`src/rtl/c5_pkg.sv`:
```
// Shared c5 definitions: ALU function codes and the arbiter state encoding.
package c5;

  localparam logic [3:0] ALU_ADD              = 4'h0;
  localparam logic [3:0] ALU_SUBTRACT         = 4'h1;
  localparam logic [3:0] ALU_LESS_THAN        = 4'h2;
  localparam logic [3:0] ALU_LESS_THAN_SIGNED = 4'h3;
  localparam logic [3:0] ALU_OR               = 4'h4;
  localparam logic [3:0] ALU_AND              = 4'h5;
  localparam logic [3:0] ALU_XOR              = 4'h6;
  localparam logic [3:0] ALU_NOR              = 4'h7;

  typedef enum logic [1:0] {
    ST_IDLE = 2'd0,
    ST_EXEC = 2'd1,
    ST_RESP = 2'd2
  } arb_state_t;

endpackage

```
`src/rtl/c5_alu.sv`:
```
// 32-bit combinational ALU; undefined function codes produce zero.
module c5_alu
  import c5::*;
(
  input  logic [31:0] I_a_in,
  input  logic [31:0] I_b_in,
  input  logic [3:0]  I_alu_function,
  output logic [31:0] O_c_alu
);

  always_comb begin
    O_c_alu = '0;
    case (I_alu_function)
      ALU_ADD:              O_c_alu = I_a_in + I_b_in;
      ALU_SUBTRACT:         O_c_alu = I_a_in - I_b_in;
      ALU_LESS_THAN:        O_c_alu = {31'b0, I_a_in < I_b_in};
      ALU_LESS_THAN_SIGNED: O_c_alu = {31'b0, $signed(I_a_in) < $signed(I_b_in)};
      ALU_OR:               O_c_alu = I_a_in | I_b_in;
      ALU_AND:              O_c_alu = I_a_in & I_b_in;
      ALU_XOR:              O_c_alu = I_a_in ^ I_b_in;
      ALU_NOR:              O_c_alu = ~(I_a_in | I_b_in);
      default:              O_c_alu = '0;
    endcase
  end

endmodule

```
`src/rtl/c5_alu_arbiter.sv`:
```
// Round-robin arbiter sharing one c5_alu among NREQ requesters;
// one operation in flight, IDLE -> EXEC -> RESP.
module c5_alu_arbiter
  import c5::*;
#(
  parameter int unsigned NREQ = 2,
  parameter int unsigned W    = 32
) (
  input  logic              I_clk,
  input  logic              I_rst_n,
  input  logic [NREQ-1:0]   I_req_valid,
  input  logic [NREQ*W-1:0] I_req_a,
  input  logic [NREQ*W-1:0] I_req_b,
  input  logic [NREQ*4-1:0] I_req_func,
  output logic [NREQ-1:0]   O_req_ready,
  output logic [NREQ-1:0]   O_rsp_valid,
  output logic [W-1:0]      O_rsp_data,
  input  logic [NREQ-1:0]   I_rsp_ready,
  output logic              O_busy
);

  localparam int unsigned IW = (NREQ > 1) ? $clog2(NREQ) : 1;

  arb_state_t      state, state_nx;
  logic [IW-1:0]   rr_ptr, grant, winner;
  logic [W-1:0]    a_q, b_q, result_q, alu_c;
  logic [3:0]      func_q;
  logic            any_req, rsp_hs;
  logic [NREQ-1:0] one;

  function automatic logic [IW-1:0] rr_pick(input logic [NREQ-1:0] v,
                                            input logic [IW-1:0]   ptr);
    logic [IW-1:0] pick;
    logic          found;
    logic [31:0]   idx;
    pick  = '0;
    found = 1'b0;
    for (int unsigned k = 0; k < NREQ; k++) begin
      idx = (32'(ptr) + k) % NREQ;
      if (!found && v[idx[IW-1:0]]) begin
        pick  = idx[IW-1:0];
        found = 1'b1;
      end
    end
    return pick;
  endfunction

  assign one     = {{(NREQ-1){1'b0}}, 1'b1};
  assign any_req = |I_req_valid;
  assign winner  = rr_pick(I_req_valid, rr_ptr);
  assign rsp_hs  = (state == ST_RESP) && I_rsp_ready[grant];

  always_ff @(posedge I_clk or negedge I_rst_n) begin
    if (!I_rst_n) state <= ST_IDLE;
    else          state <= state_nx;
  end

  always_comb begin
    state_nx = state;
    case (state)
      ST_IDLE: if (any_req) state_nx = ST_EXEC;
      ST_EXEC: state_nx = ST_RESP;
      ST_RESP: if (rsp_hs) state_nx = ST_IDLE;
      default: state_nx = ST_IDLE;
    endcase
  end

  always_ff @(posedge I_clk or negedge I_rst_n) begin
    if (!I_rst_n) begin
      rr_ptr   <= '0;
      grant    <= '0;
      a_q      <= '0;
      b_q      <= '0;
      func_q   <= '0;
      result_q <= '0;
    end else begin
      if (state == ST_IDLE && any_req) begin
        grant  <= winner;
        a_q    <= I_req_a[winner*W +: W];
        b_q    <= I_req_b[winner*4*0 + winner*W +: W];
        func_q <= I_req_func[winner*4 +: 4];
      end
      if (state == ST_EXEC) result_q <= alu_c;
      if (rsp_hs) rr_ptr <= (grant == IW'(NREQ-1)) ? '0 : grant + 1'b1;
    end
  end

  // Ready is gated by reset so a held request is never acknowledged during reset.
  always_comb begin
    O_req_ready = '0;
    O_rsp_valid = '0;
    O_busy      = (state != ST_IDLE);
    O_rsp_data  = result_q;
    case (state)
      ST_IDLE: if (any_req && I_rst_n) O_req_ready = one << winner;
      ST_RESP: O_rsp_valid = one << grant;
      default: ;
    endcase
  end

  c5_alu u_alu (
    .I_a_in         (a_q),
    .I_b_in         (b_q),
    .I_alu_function (func_q),
    .O_c_alu        (alu_c)
  );

endmodule
```
`config.mk`:
```
export PLATFORM = sky130hd
export DESIGN_NAME = c5_alu_arbiter
export DESIGN_NICKNAME = d
export VERILOG_FILES = /design/src/rtl/c5_pkg.sv /design/src/rtl/c5_alu.sv /design/src/rtl/c5_alu_arbiter.sv
export SDC_FILE = /design/constraint.sdc
export NUM_CORES = 1
export LEC_CHECK = 0
export ABC_AREA = 1
export CORE_MARGIN = 2
export CORE_UTILIZATION = 40
export DETAILED_ROUTE_END_ITERATION = 12
export PLACE_DENSITY = 0.65
export SLEW_MARGIN = 20
export SYNTH_ARGS = -nofsm -noshare
export SYNTH_HDL_FRONTEND = slang
export SYNTH_HIERARCHICAL = 1
export SYNTH_SLANG_ARGS = --single-unit
```
`constraint.sdc`:
```
create_clock -name I_clk -period 5.6 [get_ports I_clk]
set_input_delay 0.84 -clock I_clk [delete_from_list [all_inputs] [get_ports I_clk]]
set_output_delay 0.84 -clock I_clk [all_outputs]
set_load 0.03 [all_outputs]
```
==> impl_metrics.py, run 1 <==
metrics = {
    "synth": {
        "syn_area_um2": 11900,
        "ys_ff_latch": 104,
        "async_flop_share_pct": 100,
        "synth_edf_count": 0,
        "yosys_warnings": 6,
        "syn_inst": 2066,
        "syn_area_per_cell_um2": 5.78,
        "ys.flop_type": "dfrtp_1",
        "synth_area_leader_cell": "nand2_1",
        "synth_nets": 2309,
        "synth_area_leaders": "nand2_1 23%, dfrtp_1 22%, inv_1 14%",
        "seq_area_frac_synth_pct": 21.8,
        "synth_top_area_share_pct": 22.6,
        "yosysUniqueCellTypes": 38,
    },
    "status": {
        "run_status": "finished clean",
    },
    "floorplan": {
        "core_um2": 29500,
        "die_w_um": 177,
        "dieArea_um2": 31300,
        "pin_count": 179,
        "die_h_um": 177,
        "num_rows": 63,
        "initial_core_util_pct": 40.5,
    },
    "clocking": {
        "ctsResizeCount": 0,
        "root_buffer": "clkbuf_16",
        "clock-sinks": 104,
        "post_cts_buffers": 0,
        "cts_tree": "yes",
        "clk_latency_ps": 380,
        "clockBufferDepth": 2,
        "ctsHoldBuffers": 0,
        "htreeDepth": 3,
        "cts_made_buffers": 9,
        "path_clk_slew_ps": 80,
    },
    "timing": {
        "fmax_mhz": 271,
        "worstMarginPinSlew_ps": 923,
        "maxSlewViolCount": 0,
        "max-slew-margin-rel_pct": 38.3,
        "fin_skew_ps": 10.6,
        "hold_viol": 0,
        "setup_tns_ps": 0,
        "min_period_ps": 3690,
        "fin_crit_sh_pct": 65.9,
        "rsz0062_at_grt": "false",
        "setup_viol": 0,
    },
    "setup_path": {
        "crit_family": "buffers and inverters",
        "critPathMaxFanout": 69,
        "critPathKind": "input port to output port",
        "cp.required_ps": 4760,
        "crit_buf_inv": 3,
        "slowest_delay_ps": 630,
        "path_cells": "clkdlybuf4s50_1 -> o21ai_4 -> buf_4 -> nor3_1 -> clkdlybuf4s50_1",
        "cpMostUsedCell": "clkdlybuf4s50_1",
        "worstPathArrival_ps": 2850,
        "startpoint_type": "input port",
        "cp_slowest_cell": "clkdlybuf4s50_1",
        "critPathCaptureType": "output port",
    },
    "power_and_ir_drop": {
        "p_clk_share_pct": 8.0,
        "p_int_uw": 3600,
        "pwr-share-seq_pct": 16.1,
        "power.leakage_uw": 0.00817,
        "switchingPower_uw": 5610,
        "combPwrFrac_pct": 75.9,
        "switching_share_pct": 60.9,
        "power.density_nw_per_um2": 652,
        "ir_drop_mv": 0.444,
    },
    "grt": {
        "grt.met2_usage_pct": 42.3,
        "busiest_layer": "met2",
        "track_usage_pct": 26.9,
        "grt_max_degree": 71,
        "grt_pass1_wl_um": 65200,
        "grtUsageMet3_pct": 4.38,
        "gr-usage-met1_pct": 38.4,
        "first_global_vias": 12200,
        "overflow": 0,
        "antenna_found_initial": 1,
    },
    "final_layout": {
        "fin_nets": 2421,
        "drive_gt1_share_pct": 3.66,
        "mostFrequentLayoutCell": "nand2_1",
        "diodes": 0,
        "layout.cells.non_filler": 2573,
        "areaGrowthSynthToFinish_pct": 18.3,
        "final_cell_mix": "718 x nand2_1, 438 x inv_1, 282 x nand3_1",
    },
    "placed_design": {
        "io_buffers": 178,
        "placed_cells": 2557,
        "dp_hpwl_um": 32000,
        "gp_congestion": 0.990,
    },
    "flow_run": {
        "drv_cap": 0,
    },
    "routing": {
        "first_iter_violations": 1145,
        "wl_per_cell_um": 16.0,
        "viasPerCell": 5.06,
        "ant_nets": 0,
        "drc_errors": 0,
        "vias": 13000,
        "drt_pass1_iterations": 6,
        "wl_um": 41300,
    },
    "min_path": {
        "hp-class": "register to register",
    },
}
layer usage:
layer  up-vias  wire [um]
met5         -         13
met3        41       3400
li1       6556          -
met1      5942      19400
met4         2        579
met2       480      17800
worst register-to-register path, cell delays in order, from the launching register on:
cell     delay, ps
dfrtp_1        470
inv_1          100
ha_1           540
o21ai_0        300
a21oi_1        230
nand2_1         80
a21oi_1        440
nand3_1        140
nand2_1        120
nand2_1         60
nand2_1         50
nand3_1         70
nand2_1        110
per-stage QoR:
step	instance area [um2]	hold WS [ps]	setup WS [ps]	total power, uW	utilization [%]
5_1_grt	14100	490	1780	10100	47.9
4_1_cts	14100	479	1920	9110	47.9
3_3_place_gp	13800	453	1890	8260	46.9
6_report	14100	473	1910	9210	47.9
3_5_place_dp	13800	458	1930	8350	46.9
2_1_floorplan	11900	453	2820	6400	-
final timing paths:
check	from	endpoint	slack (ps)	depth (start not counted)
setup / recovery	I_req_valid[0]	O_req_ready[0]	1910	5
hold / removal	O_rsp_data[6]	O_rsp_data[6]	470	2
setup reg to reg	b_q[29]	O_rsp_data[0]	2840	12
hold reg to reg	O_rsp_data[6]	O_rsp_data[6]	470	2
max in group asynchronous	I_rst_n	a_q[12]	3920	2
min in group asynchronous	I_rst_n	a_q[3]	480	1
layout make-up:
cell class / instances / area (um2)
clock buffer: 9 / 225
sequential: 104 / 2600
clock inverter: 7 / 90.1
tap: 390 / 488
fill: 3193 / 15300
multi-input combinational: 1428 / 7210
inverter: 449 / 1690
timing repair buffer: 186 / 1830
cell families after synthesis:
| logic type | share of synthesized area (%) |
|---|---|
| compound gates | 8.29 |
| xor+xnor | 0.220 |
| fa+ha+maj | 10.7 |
| buf+inv | 18.0 |
| flops | 21.8 |
| simple gates | 41.0 |
cells in the mapped netlist (all sizes together) (11+ instances only):
| cell | number |
|---|---|
| a21oi | 60 |
| a221oi | 21 |
| buf | 61 |
| clkbuf | 24 |
| dfrtp | 104 |
| ha | 99 |
| inv | 448 |
| nand2 | 733 |
| nand3 | 287 |
| nor2 | 114 |
| nor3 | 11 |
| o21ai | 41 |
| o22ai | 29 |
power by group through the flow:
stage	registers, uW	clock network (uW)	logic (uW)
after floorplan	1470	0	4940
after global placement	1470	0	6790
after detailed placement	1490	0	6860
after CTS	1480	748	6880
after global routing	1530	771	7830
final	1480	732	7000
registers in the layout, summed over array words and instances, names as in the netlist:
| name | count |
|---|---|
| O_rsp_data | 32 |
| rr_ptr | 1 |
| grant | 1 |
| func_q | 4 |
| b_q | 32 |
| state | 2 |
| a_q | 32 |
Power figures use the tool's default switching activity.
==> run 2, diff against run 1 <==
--- a/config.mk
+++ b/config.mk
@@ -9,7 +9,7 @@
 export CORE_MARGIN = 2
 export CORE_UTILIZATION = 40
 export DETAILED_ROUTE_END_ITERATION = 12
-export PLACE_DENSITY = 0.65
+export PLACE_DENSITY = 0.67
 export SLEW_MARGIN = 20
 export SYNTH_ARGS = -nofsm -noshare
 export SYNTH_HDL_FRONTEND = slang
==> constraint.sdc (replaced) <==
create_clock -name I_clk -period 3.3 [get_ports I_clk]
set_input_delay 0.495 -clock I_clk [delete_from_list [all_inputs] [get_ports I_clk]]
set_output_delay 0.495 -clock I_clk [all_outputs]
set_load 0.03 [all_outputs]
==> run 2 against run 1 <==
Against the previous run:
- worst hold slack lost 2.1 ps
- via count grew 0.75%
- largest power group unchanged
- first-iteration DRC count shrank 1.7%
- sequential cell count is the same
- cell count grew 0.82%
- critical path type is now register to register
- clock power grew 48%
- critical endpoint is now O_rsp_data[0]
- critical path depth grew 11
- sequential share of layout area shrank 0.15 points
- die area is the same
- core utilization grew 0.40 points
- power grew 74%
==> impl_metrics.py, run 2 (same netlist as run 1, synthesis figures left out) <==
metrics = {
    "setup_path": {
        "cp.required_ps": 3600,
        "rr_startpoint": "a_q[27]",
        "endpoint": "O_rsp_data[0]",
        "crit_start": "a_q[27]",
        "critPathMaxFanout": 8,
        "startpoint_type": "register",
        "reg2reg_depth": 16,
        "r2r-end": "O_rsp_data[0]",
        "r2r_slack_ps": 590,
        "critPathCaptureType": "register",
        "critPathKind": "register to register",
        "worstPathArrival_ps": 3010,
    },
    "grt": {
        "antenna_found_initial": 1,
        "first_global_vias": 12000,
        "grt_pass1_wl_um": 68100,
        "overflow": 0,
        "track_usage_pct": 28.4,
        "grt_max_degree": 70,
    },
    "timing": {
        "hold_viol": 0,
        "min_period_ps": 2710,
        "fin_skew_ps": 20.2,
        "worstMarginPinSlew_ps": 792,
        "fmax_mhz": 368,
        "max-slew-margin-rel_pct": 47.2,
        "maxSlewViolCount": 0,
        "setup_tns_ps": 0,
        "fin_crit_sh_pct": 82.2,
        "rsz0062_at_grt": "false",
        "setup_viol": 0,
    },
    "routing": {
        "viasPerCell": 5.06,
        "ant_nets": 0,
        "wl_um": 44000,
        "drt_pass1_iterations": 6,
        "drc_errors": 0,
        "first_iter_violations": 1125,
        "wl_per_cell_um": 16.9,
        "vias": 13100,
    },
    "min_path": {
        "hp-class": "register to register",
        "worst_hold_path.num_cells": 2,
    },
    "status": {
        "run_status": "finished clean",
    },
    "clocking": {
        "clk_latency_ps": 380,
        "clock-sinks": 104,
        "ctsResizeCount": 0,
        "root_buffer": "clkbuf_16",
        "path_clk_slew_ps": 70,
        "cts_tree": "yes",
        "htreeDepth": 3,
        "clockBufferDepth": 2,
        "post_cts_buffers": 0,
        "cts_made_buffers": 9,
    },
    "final_layout": {
        "fin_nets": 2442,
        "drive_gt1_share_pct": 4.54,
        "fin_area_um2": 14200,
        "diodes": 0,
        "mostFrequentLayoutCell": "nand2_1",
        "areaGrowthSynthToFinish_pct": 19.3,
        "final_cell_mix": "719 x nand2_1, 438 x inv_1, 282 x nand3_1",
        "layout.cells.non_filler": 2594,
        "fin_util_pct": 48.3,
    },
    "placed_design": {
        "postPlaceCellArea_um2": 14000,
        "gp_congestion": 0.984,
        "placed_cells": 2577,
        "io_buffers": 178,
        "dp_hpwl_um": 35200,
    },
    "power_and_ir_drop": {
        "power.leakage_uw": 0.00825,
        "ir_drop_mv": 0.526,
        "power.density_nw_per_um2": 1120,
    },
    "flow_run": {
        "drv_cap": 0,
    },
    "floorplan": {
        "dieArea_um2": 31300,
        "pin_count": 179,
        "die_w_um": 177,
        "initial_core_util_pct": 40.5,
        "num_rows": 63,
        "die_h_um": 177,
        "core_um2": 29500,
    },
}
run 2: cell types whose count changed in the layout (fill, tap and decap cells not counted), moves of 2 or more:
cell             change
clkinv_2             +3
clkdlybuf4s50_1      -2
buf_4               +21
inv_8                -2
inv_6                -2
run 2: critical path, stage by stage, from the launching register on:
cell and delay, ps:
dfrtp_1 420, inv_1 70, ha_1 560, inv_1 270
nand2_1 120, nand2_1 70, inv_1 50, nand2_1 70
nand2_1 70, nand2_1 60, a21oi_1 360, nand3_1 140
nand2_1 110, nand2_1 50, nand2_1 50, nand3_1 70
nand2_1 100
run 2: per-stage QoR:
| step | setup slack [ps] | power (uW) | hold WS, ps |
|---|---|---|---|
| floorplan | 1210 | 10900 | 199 |
| global placement | 664 | 14600 | 315 |
| detailed placement | 703 | 14600 | 315 |
| CTS | 652 | 15800 | 467 |
| global route | 431 | 17500 | 488 |
| finish | 586 | 16000 | 470 |
run 2: final cells by class:
cell class,instances,area [um2]
inverters,449,1690
repair buffers,207,2000
clock buffers,10,229
clock inverters,6,43.8
flip-flops and latches,104,2600
fillers,3238,15200
multi-input cells,1428,7200
well taps,390,488
run 2: timing repair:
action | in CTS | in global routing
endpoints found under the hold margin | 2 | 0
endpoints found under the setup margin | 0 | 0
hold buffers | 1 | 0
run 2: metal layers:
metal  wire length [um]  global-route usage [%]  part of all wire [%]  vias to the layer above
li1                   -                       -                     -                     6593
met4                454                    4.75                   1.0                        2
met3               3790                    4.60                   8.6                       29
met2              18500                    43.1                    42                      546
met1              21200                    42.7                    48                     5949
met5                 11                       0                 0.025                        -
run 2: worst min path at each step:
| stage | from | to | slack [ps] |
|---|---|---|---|
| after floorplan | I_rst_n | O_rsp_data[0] | 200 |
| after global placement | I_rst_n | grant | 310 |
| after detailed placement | I_rst_n | rr_ptr | 310 |
| after CTS | I_rst_n | rr_ptr | 470 |
| after global routing | I_rst_n | rr_ptr | 490 |
| final | O_rsp_data[8] | O_rsp_data[8] | 470 |
run 2: power breakdown:
| part | switching [uW] | leakage [uW] | internal, uW |
|---|---|---|---|
| Clock | 560 | 0.000139 | 520 |
| Combinational | 8720 | 0.00682 | 3790 |
| Sequential | 569 | 0.00130 | 1850 |
| Total | 9850 | 0.00825 | 6160 |
==> run 3, diff against run 2 <==
==> constraint.sdc (replaced) <==
create_clock -name I_clk -period 2.25 [get_ports I_clk]
set_input_delay 0.3375 -clock I_clk [delete_from_list [all_inputs] [get_ports I_clk]]
set_output_delay 0.3375 -clock I_clk [all_outputs]
set_load 0.03 [all_outputs]
==> run 3 against run 2 <==
Against the previous run:
- sequential share of layout area shrank 2.6 points
- cell count is 7.9% higher
- routed wire length up 6.8%
- core utilization grew 8.1 points
- design area rose by 17%
- clock-buffer cell count shrank 1
- global-route usage rose by 1.3 points
- die area did not move
==> impl_metrics.py, run 3 (same netlist as run 1, synthesis figures left out) <==
metrics = {
    "timing": {
        "hold_viol": 0,
        "fin_skew_ps": 13.0,
        "setup_viol": 0,
        "fmax_mhz": 451,
        "max-slew-margin-rel_pct": 48.6,
        "fin_crit_sh_pct": 98.6,
        "worstMarginPinSlew_ps": 771,
        "min_period_ps": 2220,
        "rsz0062_at_grt": "true",
        "setup_tns_ps": 0,
        "maxSlewViolCount": 0,
    },
    "power_and_ir_drop": {
        "switching_share_pct": 54.9,
        "power.density_nw_per_um2": 1790,
        "p_clk_share_pct": 5.4,
        "ir_drop_mv": 0.630,
        "switchingPower_uw": 16300,
        "power.leakage_uw": 0.00938,
        "pwr-share-seq_pct": 10.7,
        "p_int_uw": 13400,
        "combPwrFrac_pct": 83.9,
    },
    "setup_path": {
        "crit_family": "simple AND/OR/NAND/NOR gates",
        "critPathMaxFanout": 5,
        "worstPathArrival_ps": 2490,
        "cp_slowest_cell": "dfrtp_1",
        "cpMostUsedCell": "nand2_1",
        "path_cells": "ha_2 -> inv_2 -> fa_2 -> inv_2 -> nand3_2 -> nand3_4 -> nand3_4 -> nand3_4 -> nand2_1 -> nand2_1 -> nand2_1 -> nand3_1 -> nand3_1 -> nand3_1 -> nand2_1",
        "crit_buf_inv": 2,
        "r2r_slack_ps": 30,
        "critPathCaptureType": "register",
        "critPathKind": "register to register",
        "slowest_delay_ps": 400,
        "startpoint_type": "register",
        "cp.required_ps": 2520,
    },
    "placed_design": {
        "postPlaceCellArea_um2": 15500,
        "io_buffers": 178,
        "placed_cells": 2772,
        "gp_congestion": 1.00,
        "dp_hpwl_um": 37500,
    },
    "grt": {
        "grt_pass1_wl_um": 71000,
        "first_global_vias": 13100,
        "track_usage_pct": 29.8,
        "antenna_found_initial": 0,
        "overflow": 0,
        "grt_max_degree": 69,
    },
    "routing": {
        "ant_nets": 0,
        "viasPerCell": 5.00,
        "wl_per_cell_um": 16.8,
        "first_iter_violations": 1403,
        "vias": 14000,
        "drc_errors": 0,
        "drt_pass1_iterations": 6,
        "wl_um": 46900,
    },
    "floorplan": {
        "dieArea_um2": 31300,
        "die_h_um": 177,
        "num_rows": 63,
        "core_um2": 29500,
        "initial_core_util_pct": 40.5,
        "die_w_um": 177,
        "pin_count": 179,
    },
    "clocking": {
        "clockBufferDepth": 2,
        "clock-sinks": 104,
        "htreeDepth": 3,
        "root_buffer": "clkbuf_16",
        "cts_made_buffers": 9,
        "clk_latency_ps": 370,
        "ctsHoldBuffers": 0,
        "cts_tree": "yes",
        "path_clk_slew_ps": 90,
    },
    "final_layout": {
        "layout.cells.non_filler": 2799,
        "fin_nets": 2647,
        "mostFrequentLayoutCell": "nand2_1",
        "areaGrowthSynthToFinish_pct": 39.4,
        "final_cell_mix": "688 x nand2_1, 429 x inv_1, 266 x nand3_1",
        "drive_gt1_share_pct": 18.6,
        "diodes": 0,
        "fin_area_um2": 16600,
    },
    "min_path": {
        "hp-class": "input port to asynchronous set/reset pin",
    },
    "status": {
        "run_status": "finished clean",
    },
    "flow_run": {
        "drv_cap": 0,
    },
}
-- run 3: final timing paths --
| kind | depth (start not counted) | to | from |
|---|---|---|---|
| worst max-delay path | 15 | O_rsp_data[28] | a_q[0] |
| worst min-delay path | 2 | a_q[11] | I_rst_n |
| worst max register to register | 15 | O_rsp_data[28] | a_q[0] |
| worst min register to register | 2 | O_rsp_data[21] | O_rsp_data[21] |
| max in group asynchronous | 2 | O_rsp_data[19] | I_rst_n |
| min in group I_clk | 2 | O_rsp_data[21] | O_rsp_data[21] |
-- run 3: power groups by stage --
stage	Clock, uW	Sequential (uW)	Combinational [uW]
floorplan	0	3650	12300
global placement	0	3190	21700
detailed placement	0	3220	21900
CTS	1630	3190	22200
global route	1700	3310	27100
finish	1600	3190	24900
-- run 3: layout make-up --
type	count	area, um2
clock inverters	7	55.1
well taps	390	488
clock buffers	9	225
flip-flops and latches	104	2600
multi-input cells	1428	7960
repair buffers	412	3620
fillers	2970	12800
inverters	449	1690
-- run 3: repair_timing --
item / CTS / global route
setup buffers: 0 / 11
pin swaps: 2 / 19
gates resized for setup: 33 / 147
endpoints found under the setup margin: 19 / 27
-- run 3: routing by layer --
metal,part of all wire (%),GRT usage (%),vias up
li1,-,-,6989
met1,46,42.9,6382
met2,43,45.9,595
met3,9.1,5.76,33
met4,1.7,6.47,0
met5,0,0,-
-- run 3: stage by stage --
step                utilization [%]  hold slack, ps  setup slack, ps  power (uW)
floorplan                         -            41.9              248       15900
global placement               52.6             453             -137       24900
detailed placement             52.6             457             -154       25100
CTS                            53.9             198            0.994       27100
global route                   56.5             216             -102       32100
finish                         56.5             147             31.5       29700
